<file path="src/rtl/ysyx_23060240_pkg.sv">
// Shared definitions for the instruction fetch unit: FSM states, fixed
// instruction/address constants and the inst_err encodings.
package ysyx_23060240_pkg;

    typedef enum logic [1:0] {
        S_REQ  = 2'd0,
        S_WAIT = 2'd1,
        S_DROP = 2'd2
    } ifu_state_e;

    localparam logic [31:0] RESET_PC     = 32'h8000_0000;
    localparam logic [31:0] NOP_INST     = 32'h0000_0013;
    localparam logic [1:0]  ERR_OK       = 2'b00;
    localparam logic [1:0]  ERR_ACCESS   = 2'b01;
    localparam logic [1:0]  ERR_MISALIGN = 2'b10;

    function automatic logic is_misaligned(input logic [1:0] pc_lsb);
        return pc_lsb != 2'b00;
    endfunction

endpackage

</file>
<file path="src/rtl/ysyx_23060240_ifu_fifo.sv">
// DEPTH-entry synchronous FIFO holding fetched entries; clear wins over push/pop.
module ysyx_23060240_ifu_fifo #(
    parameter int DEPTH = 2,
    parameter int WIDTH = 66
) (
    input  logic                     clk,
    input  logic                     rst,
    input  logic                     push_i,
    input  logic                     pop_i,
    input  logic                     clear_i,
    input  logic [WIDTH-1:0]         data_i,
    output logic [WIDTH-1:0]         head_o,
    output logic [$clog2(DEPTH):0]   count_o,
    output logic                     empty_o
);
    localparam int PW = $clog2(DEPTH);

    logic [WIDTH-1:0] mem_q [DEPTH];
    logic [PW-1:0]    wr_ptr_q;
    logic [PW-1:0]    rd_ptr_q;
    logic [PW:0]      count_q;

    // Storage, pointers and occupancy; storage is zeroed on reset so head reads 0.
    always_ff @(posedge clk) begin
        if (rst) begin
            wr_ptr_q <= '0;
            rd_ptr_q <= '0;
            count_q  <= '0;
            for (int i = 0; i < DEPTH; i++) begin
                mem_q[i] <= '0;
            end
        end else if (clear_i) begin
            wr_ptr_q <= '0;
            rd_ptr_q <= '0;
            count_q  <= '0;
        end else begin
            if (push_i) begin
                mem_q[wr_ptr_q] <= data_i;
                wr_ptr_q        <= wr_ptr_q + PW'(1);
            end
            if (pop_i) begin
                rd_ptr_q <= rd_ptr_q + PW'(1);
            end
            case ({push_i, pop_i})
                2'b10:   count_q <= count_q + (PW+1)'(1);
                2'b01:   count_q <= count_q - (PW+1)'(1);
                default: count_q <= count_q;
            endcase
        end
    end

    assign head_o  = mem_q[rd_ptr_q];
    assign count_o = count_q;
    assign empty_o = (count_q == '0);

endmodule

</file>
<file path="src/rtl/ysyx_23060240_ifu.sv">
// Instruction fetch unit: one outstanding memory read per pc, fetched
// {pc, inst, err} buffered for decode; flush_i discards queued and in-flight fetches.
module ysyx_23060240_ifu
    import ysyx_23060240_pkg::*;
#(
    parameter int DEPTH = 2,
    parameter int XLEN  = 32
) (
    input  logic            clk,
    input  logic            rst,
    input  logic [XLEN-1:0] pc_i,
    output logic            pc_adv_o,
    input  logic            flush_i,
    output logic            req_valid_o,
    input  logic            req_ready_i,
    output logic [XLEN-1:0] req_addr_o,
    input  logic            resp_valid_i,
    input  logic [XLEN-1:0] resp_data_i,
    input  logic            resp_err_i,
    output logic            inst_valid_o,
    input  logic            inst_ready_i,
    output logic [XLEN-1:0] inst_o,
    output logic [XLEN-1:0] inst_pc_o,
    output logic [1:0]      inst_err_o
);
    localparam int CW = $clog2(DEPTH) + 1;
    localparam int EW = 2 * XLEN + 2;

    ifu_state_e      state_q, state_d;
    logic [XLEN-1:0] req_pc_q, req_pc_d;

    logic            misaligned_s;
    logic            space_s;
    logic            req_fire_s;
    logic            mis_push_s;
    logic            resp_push_s;
    logic            push_s;
    logic            pop_s;
    logic [EW-1:0]   push_data_s;
    logic [EW-1:0]   head_s;
    logic [CW-1:0]   count_s;
    logic            empty_s;

    // Issue, push/pop and next-state decisions; flush suppresses every side effect.
    always_comb begin
        misaligned_s = is_misaligned(pc_i[1:0]);
        // Outstanding is zero in S_REQ, so occupancy alone gates issue.
        space_s      = (count_s < CW'(DEPTH));
        req_valid_o  = (state_q == S_REQ) & space_s & ~flush_i & ~misaligned_s;
        mis_push_s   = (state_q == S_REQ) & space_s & ~flush_i & misaligned_s;
        req_fire_s   = req_valid_o & req_ready_i;
        pc_adv_o     = req_fire_s | mis_push_s;
        resp_push_s  = (state_q == S_WAIT) & resp_valid_i & ~flush_i;
        push_s       = resp_push_s | mis_push_s;
        pop_s        = inst_valid_o & inst_ready_i & ~flush_i;
        if (mis_push_s) begin
            push_data_s = {pc_i, XLEN'(NOP_INST), ERR_MISALIGN};
        end else begin
            push_data_s = {req_pc_q, resp_data_i, (resp_err_i ? ERR_ACCESS : ERR_OK)};
        end
        req_pc_d = req_fire_s ? pc_i : req_pc_q;
        state_d  = state_q;
        case (state_q)
            S_REQ: begin
                if (req_fire_s) begin
                    state_d = S_WAIT;
                end else begin
                    state_d = S_REQ;
                end
            end
            S_WAIT: begin
                if (resp_valid_i) begin
                    state_d = S_REQ;
                end else if (flush_i) begin
                    state_d = S_DROP;
                end else begin
                    state_d = S_WAIT;
                end
            end
            S_DROP: begin
                if (resp_valid_i) begin
                    state_d = S_REQ;
                end else begin
                    state_d = S_DROP;
                end
            end
            default: state_d = S_REQ;
        endcase
    end

    // FSM state and the pc of the request in flight.
    always_ff @(posedge clk) begin
        if (rst) begin
            state_q  <= S_REQ;
            req_pc_q <= XLEN'(RESET_PC);
        end else begin
            state_q  <= state_d;
            req_pc_q <= req_pc_d;
        end
    end

    ysyx_23060240_ifu_fifo #(
        .DEPTH(DEPTH),
        .WIDTH(EW)
    ) u_fifo (
        .clk    (clk),
        .rst    (rst),
        .push_i (push_s),
        .pop_i  (pop_s),
        .clear_i(flush_i),
        .data_i (push_data_s),
        .head_o (head_s),
        .count_o(count_s),
        .empty_o(empty_s)
    );

    assign req_addr_o   = pc_i;
    assign inst_valid_o = ~empty_s;
    assign inst_pc_o    = head_s[EW-1 -: XLEN];
    assign inst_o       = head_s[XLEN+1 -: XLEN];
    assign inst_err_o   = head_s[1:0];

endmodule

</file>
<file path="config.mk">
export PLATFORM = sky130hd
export DESIGN_NAME = ysyx_23060240_ifu
export DESIGN_NICKNAME = d
export VERILOG_FILES = /design/src/rtl/ysyx_23060240_pkg.sv /design/src/rtl/ysyx_23060240_ifu_fifo.sv /design/src/rtl/ysyx_23060240_ifu.sv
export SDC_FILE = /design/constraint.sdc
export NUM_CORES = 1
export LEC_CHECK = 0
export BUFFER_PORTS_ARGS = -buffer_cell sky130_fd_sc_hd__buf_2
export CORE_UTILIZATION = 59
export CTS_CLUSTER_SIZE = 28
export DETAILED_ROUTE_END_ITERATION = 10
export PLACE_DENSITY_LB_ADDON = 0.25
export SLEW_MARGIN = 20
export SYNTH_ARGS = -nofsm -noshare
export SYNTH_HDL_FRONTEND = slang
export SYNTH_SLANG_ARGS = --single-unit
</file>
<file path="constraint.sdc">
create_clock -name clk -period 12.8 [get_ports clk]
set_clock_uncertainty 0.1 [all_clocks]
set_input_delay 0.64 -clock clk [delete_from_list [all_inputs] [get_ports clk]]
set_output_delay 0.64 -clock clk [all_outputs]
set_load 0.005 [all_outputs]
</file>
==> impl_metrics.json <==
{
  "slowest_stage": "buf_4",
  "peakVddDrop_mv": 0.0847,
  "synth_flop_cell": "edfxtp_1",
  "dieArea_um2": 13700,
  "hold_viol_final": 0,
  "fin_nets": 807,
  "clock_power_share_pct": 40.3,
  "reg2reg_slack_ns": 9.65,
  "io_buffers": 171,
  "drc": 0,
  "max_slew.worst_pin.slew_ns": 0.998,
  "fin_cells": 920,
  "p_int_w": 0.000982,
  "drt-initial-drc-count": 355,
  "fin_hold_ws_ns": 0.340,
  "synth_fp_nets": 687,
  "drt-vias-per-instance": 5.53,
  "ant_nets": 0,
  "path_max_fanout": 46,
  "crit_path_end_kind": "register",
  "p_total_w": 0.00125,
  "hp-class": "primary input to register",
  "ys_async_sr_fraction_pct": 0,
  "first_global_vias": 4858,
  "fin_tns_setup_ns": 0,
  "slew_viol_final": 0,
  "grt_pass1_wl_mm": 23.8,
  "yosys.cell_types.count": 34,
  "syn_inst": 615,
  "cts_tree": "yes",
  "r2r_cells": 5,
  "antenna_found_initial": 0,
  "wl_per_cell_um": 16.9,
  "ys_ff_latch": 171,
  "coreArea_um2": 12800,
  "chipWidth_um": 117,
  "post-dp-hpwl_mm": 9.81,
  "track_usage_pct": 23.4,
  "place_congestion": 0.764,
  "startpoint": "u_fifo.count_o[1]",
  "vias": 5083,
  "grt_max_degree": 75,
  "status": "completed",
  "synthTopCellsByCount": "132 x edfxtp_1, 72 x nor2_1, 66 x mux2_2",
  "setup_viol": 0,
  "floorplan.rows": 41,
  "crit_path_start_kind": "register",
  "hold_buffers": 0,
  "period_share_pct": 24.6,
  "synth_edf_count": 132,
  "syn_area_per_cell_um2": 12.7,
  "boundaryPins": 172,
  "fmax_mhz": 318,
  "cp-endpoint": "u_fifo.mem_q[1][5]",
  "slew_headroom_pct": 33.5,
  "crit_type": "register to register",
  "postRouteWirelength_mm": 15.6,
  "rsz0062_at_grt": "false",
  "cp.required_ns": 12.75,
  "clk_latency_ns": 0.42,
  "switching_share_pct": 21.5,
  "timing.rr.start": "u_fifo.count_o[1]",
  "ys_top_cells_by_area": "edfxtp_1 51%, dfxtp_1 10%, mux2_2 9.5%",
  "drt-pass1-iter-count": 5,
  "cts_repair_resize_count": 0,
  "yosys.cell_count.top_type": "edfxtp_1",
  "yosysTopAreaCell": "edfxtp_1",
  "synth_top_area_share_pct": 50.6,
  "p_switching_w": 0.000269,
  "ys_seq_area_share_pct": 60.6,
  "postCtsSetupRepairBufs": 0,
  "cts.sinks": 171,
  "cts_max_level": 4,
  "initial_core_util_pct": 61.3,
  "arrival_ns": 3.10,
  "cts_root_buf": "clkbuf_16",
  "diodes": 0,
  "clkTransAtPathRegs_ns": 0.06,
  "drive_gt1_share_pct": 38.0,
  "share_seq_of_total_power_pct": 50.9,
  "path_common_cell": "buf_4",
  "cap_violations": 0,
  "syn-cell-area_um2": 7830,
  "finalCriticalPeriod_ns": 3.15,
  "numPlacedInstances": 888,
  "timing.critical_path.cells": "nor4_4 -> buf_4 -> a21oi_1 -> o21bai_4 -> buf_4",
  "numCtsBuffers": 17,
  "critPathMaxStageDelay_ns": 0.66,
  "syn_to_final_growth_pct": 16.8,
  "yosys_warnings": 0,
  "grt.overflow.total": 0,
  "regToRegEndpoint": "u_fifo.mem_q[1][5]",
  "die_height_um": 117,
  "cts.path.max_buffers": 2,
  "power_density_nw_per_um2": 137,
  "power_frac_comb_pct": 8.8,
  "p_leak_nw": 3.65
}
worst max-delay path, delay by kind of cell, from the launching register on:
kind / cells / cell delay, ns
buffers and inverters: 2 / 1.07
and+or+nand+nor: 1 / 0.29
AOI/OAI and AO/OA: 2 / 0.93
DFF: 1 / 0.36
stage by stage:
step                setup slack (ns)  area [um^2]  utilization, %
finish                          9.65         9150            71.6
global route                    9.51         9150            71.6
detailed placement              9.23         8560            67.0
global placement                9.37         8560            67.0
CTS                             9.65         9150            71.6
floorplan                       7.76         7830               -
area by class of cell:
cell class | count | area (um^2)
fill | 870 | 3630
clock buffer | 19 | 433
timing repair buffer | 178 | 908
sequential | 171 | 4750
multi-input combinational | 366 | 2690
inverter | 1 | 3.75
clock inverter | 13 | 151
tap | 172 | 215
cells in the final DEF, fill, tap and decap left out, types with 2 or more instances in the layout:
cell type   Yosys  layout
buf_2           9     171
edfxtp_1      132     132
nor2_1         72      72
mux2_2         66      66
and2_1         61      61
nand2b_1       59      59
dfxtp_1        39      38
mux2i_1        31      31
a32oi_1        30      30
clkbuf_16       0      17
a21oi_1         9       9
nand2_1         8       8
buf_4          33       7
clkinv_2        0       5
nor3_1          4       4
or2_2           3       3
bufinv_16       0       3
o21ai_0         2       2
o21bai_4        0       2
a22oi_1         2       2
nor4_2          0       2
xor2_1          2       2
nor3b_1         2       2
nor2b_1         2       2
clkinvlp_4      0       2
clkbuf_1       31       2
clkinv_4        0       2
per-layer routing:
layer  global-route usage, %  vias up  routed length (um)
met3                    4.07       18                 787
met2                    39.8      182                7890
met4                    9.96        0                 205
met1                    29.6     2482                6690
li1                        -     2401                   -
met5                       0        -                   0
worst min-delay path by stage:
stage / from / endpoint / cells past startpoint
2_1_floorplan: req_pc_q[10] / req_pc_q[10] / 2
3_3_place_gp: req_pc_q[24] / req_pc_q[24] / 2
3_5_place_dp: req_pc_q[12] / req_pc_q[12] / 2
4_1_cts: resp_valid_i / state_q[1] / 2
5_1_grt: resp_valid_i / state_q[1] / 2
6_report: resp_valid_i / state_q[1] / 2
kinds of logic (layout without fill, tap and decap cells):
| kind of cell | Yosys count | count (layout) | synth area share, % |
|---|---|---|---|
| AOI/OAI and AO/OA | 46 | 46 | 4.54 |
| adders and majority gates | 1 | 1 | 0.160 |
| buffers and inverters | 78 | 211 | 5.75 |
| and+or+nand+nor | 219 | 219 | 15.2 |
| DFF | 171 | 171 | 60.6 |
| muxes | 97 | 97 | 13.5 |
| xor gates and xnor gates | 3 | 3 | 0.336 |
power by group through the flow:
stage	registers (W)	clock network, W	logic, W
after floorplan	0.000646	0	0.0000670
after global placement	0.000647	0	0.000107
after detailed placement	0.000648	0	0.000110
after CTS	0.000637	0.000509	0.000111
after global routing	0.000639	0.000529	0.000121
final	0.000636	0.000504	0.000110
flip-flops by register name (all words and copies together) (netlist names), named ones only:
register	count
state_q	2
u_fifo.rd_ptr_q	1
req_pc_q	32
u_fifo.wr_ptr_q	1
u_fifo.mem_q	132
u_fifo.count_o	2
(Power assumes the default switching activity.)
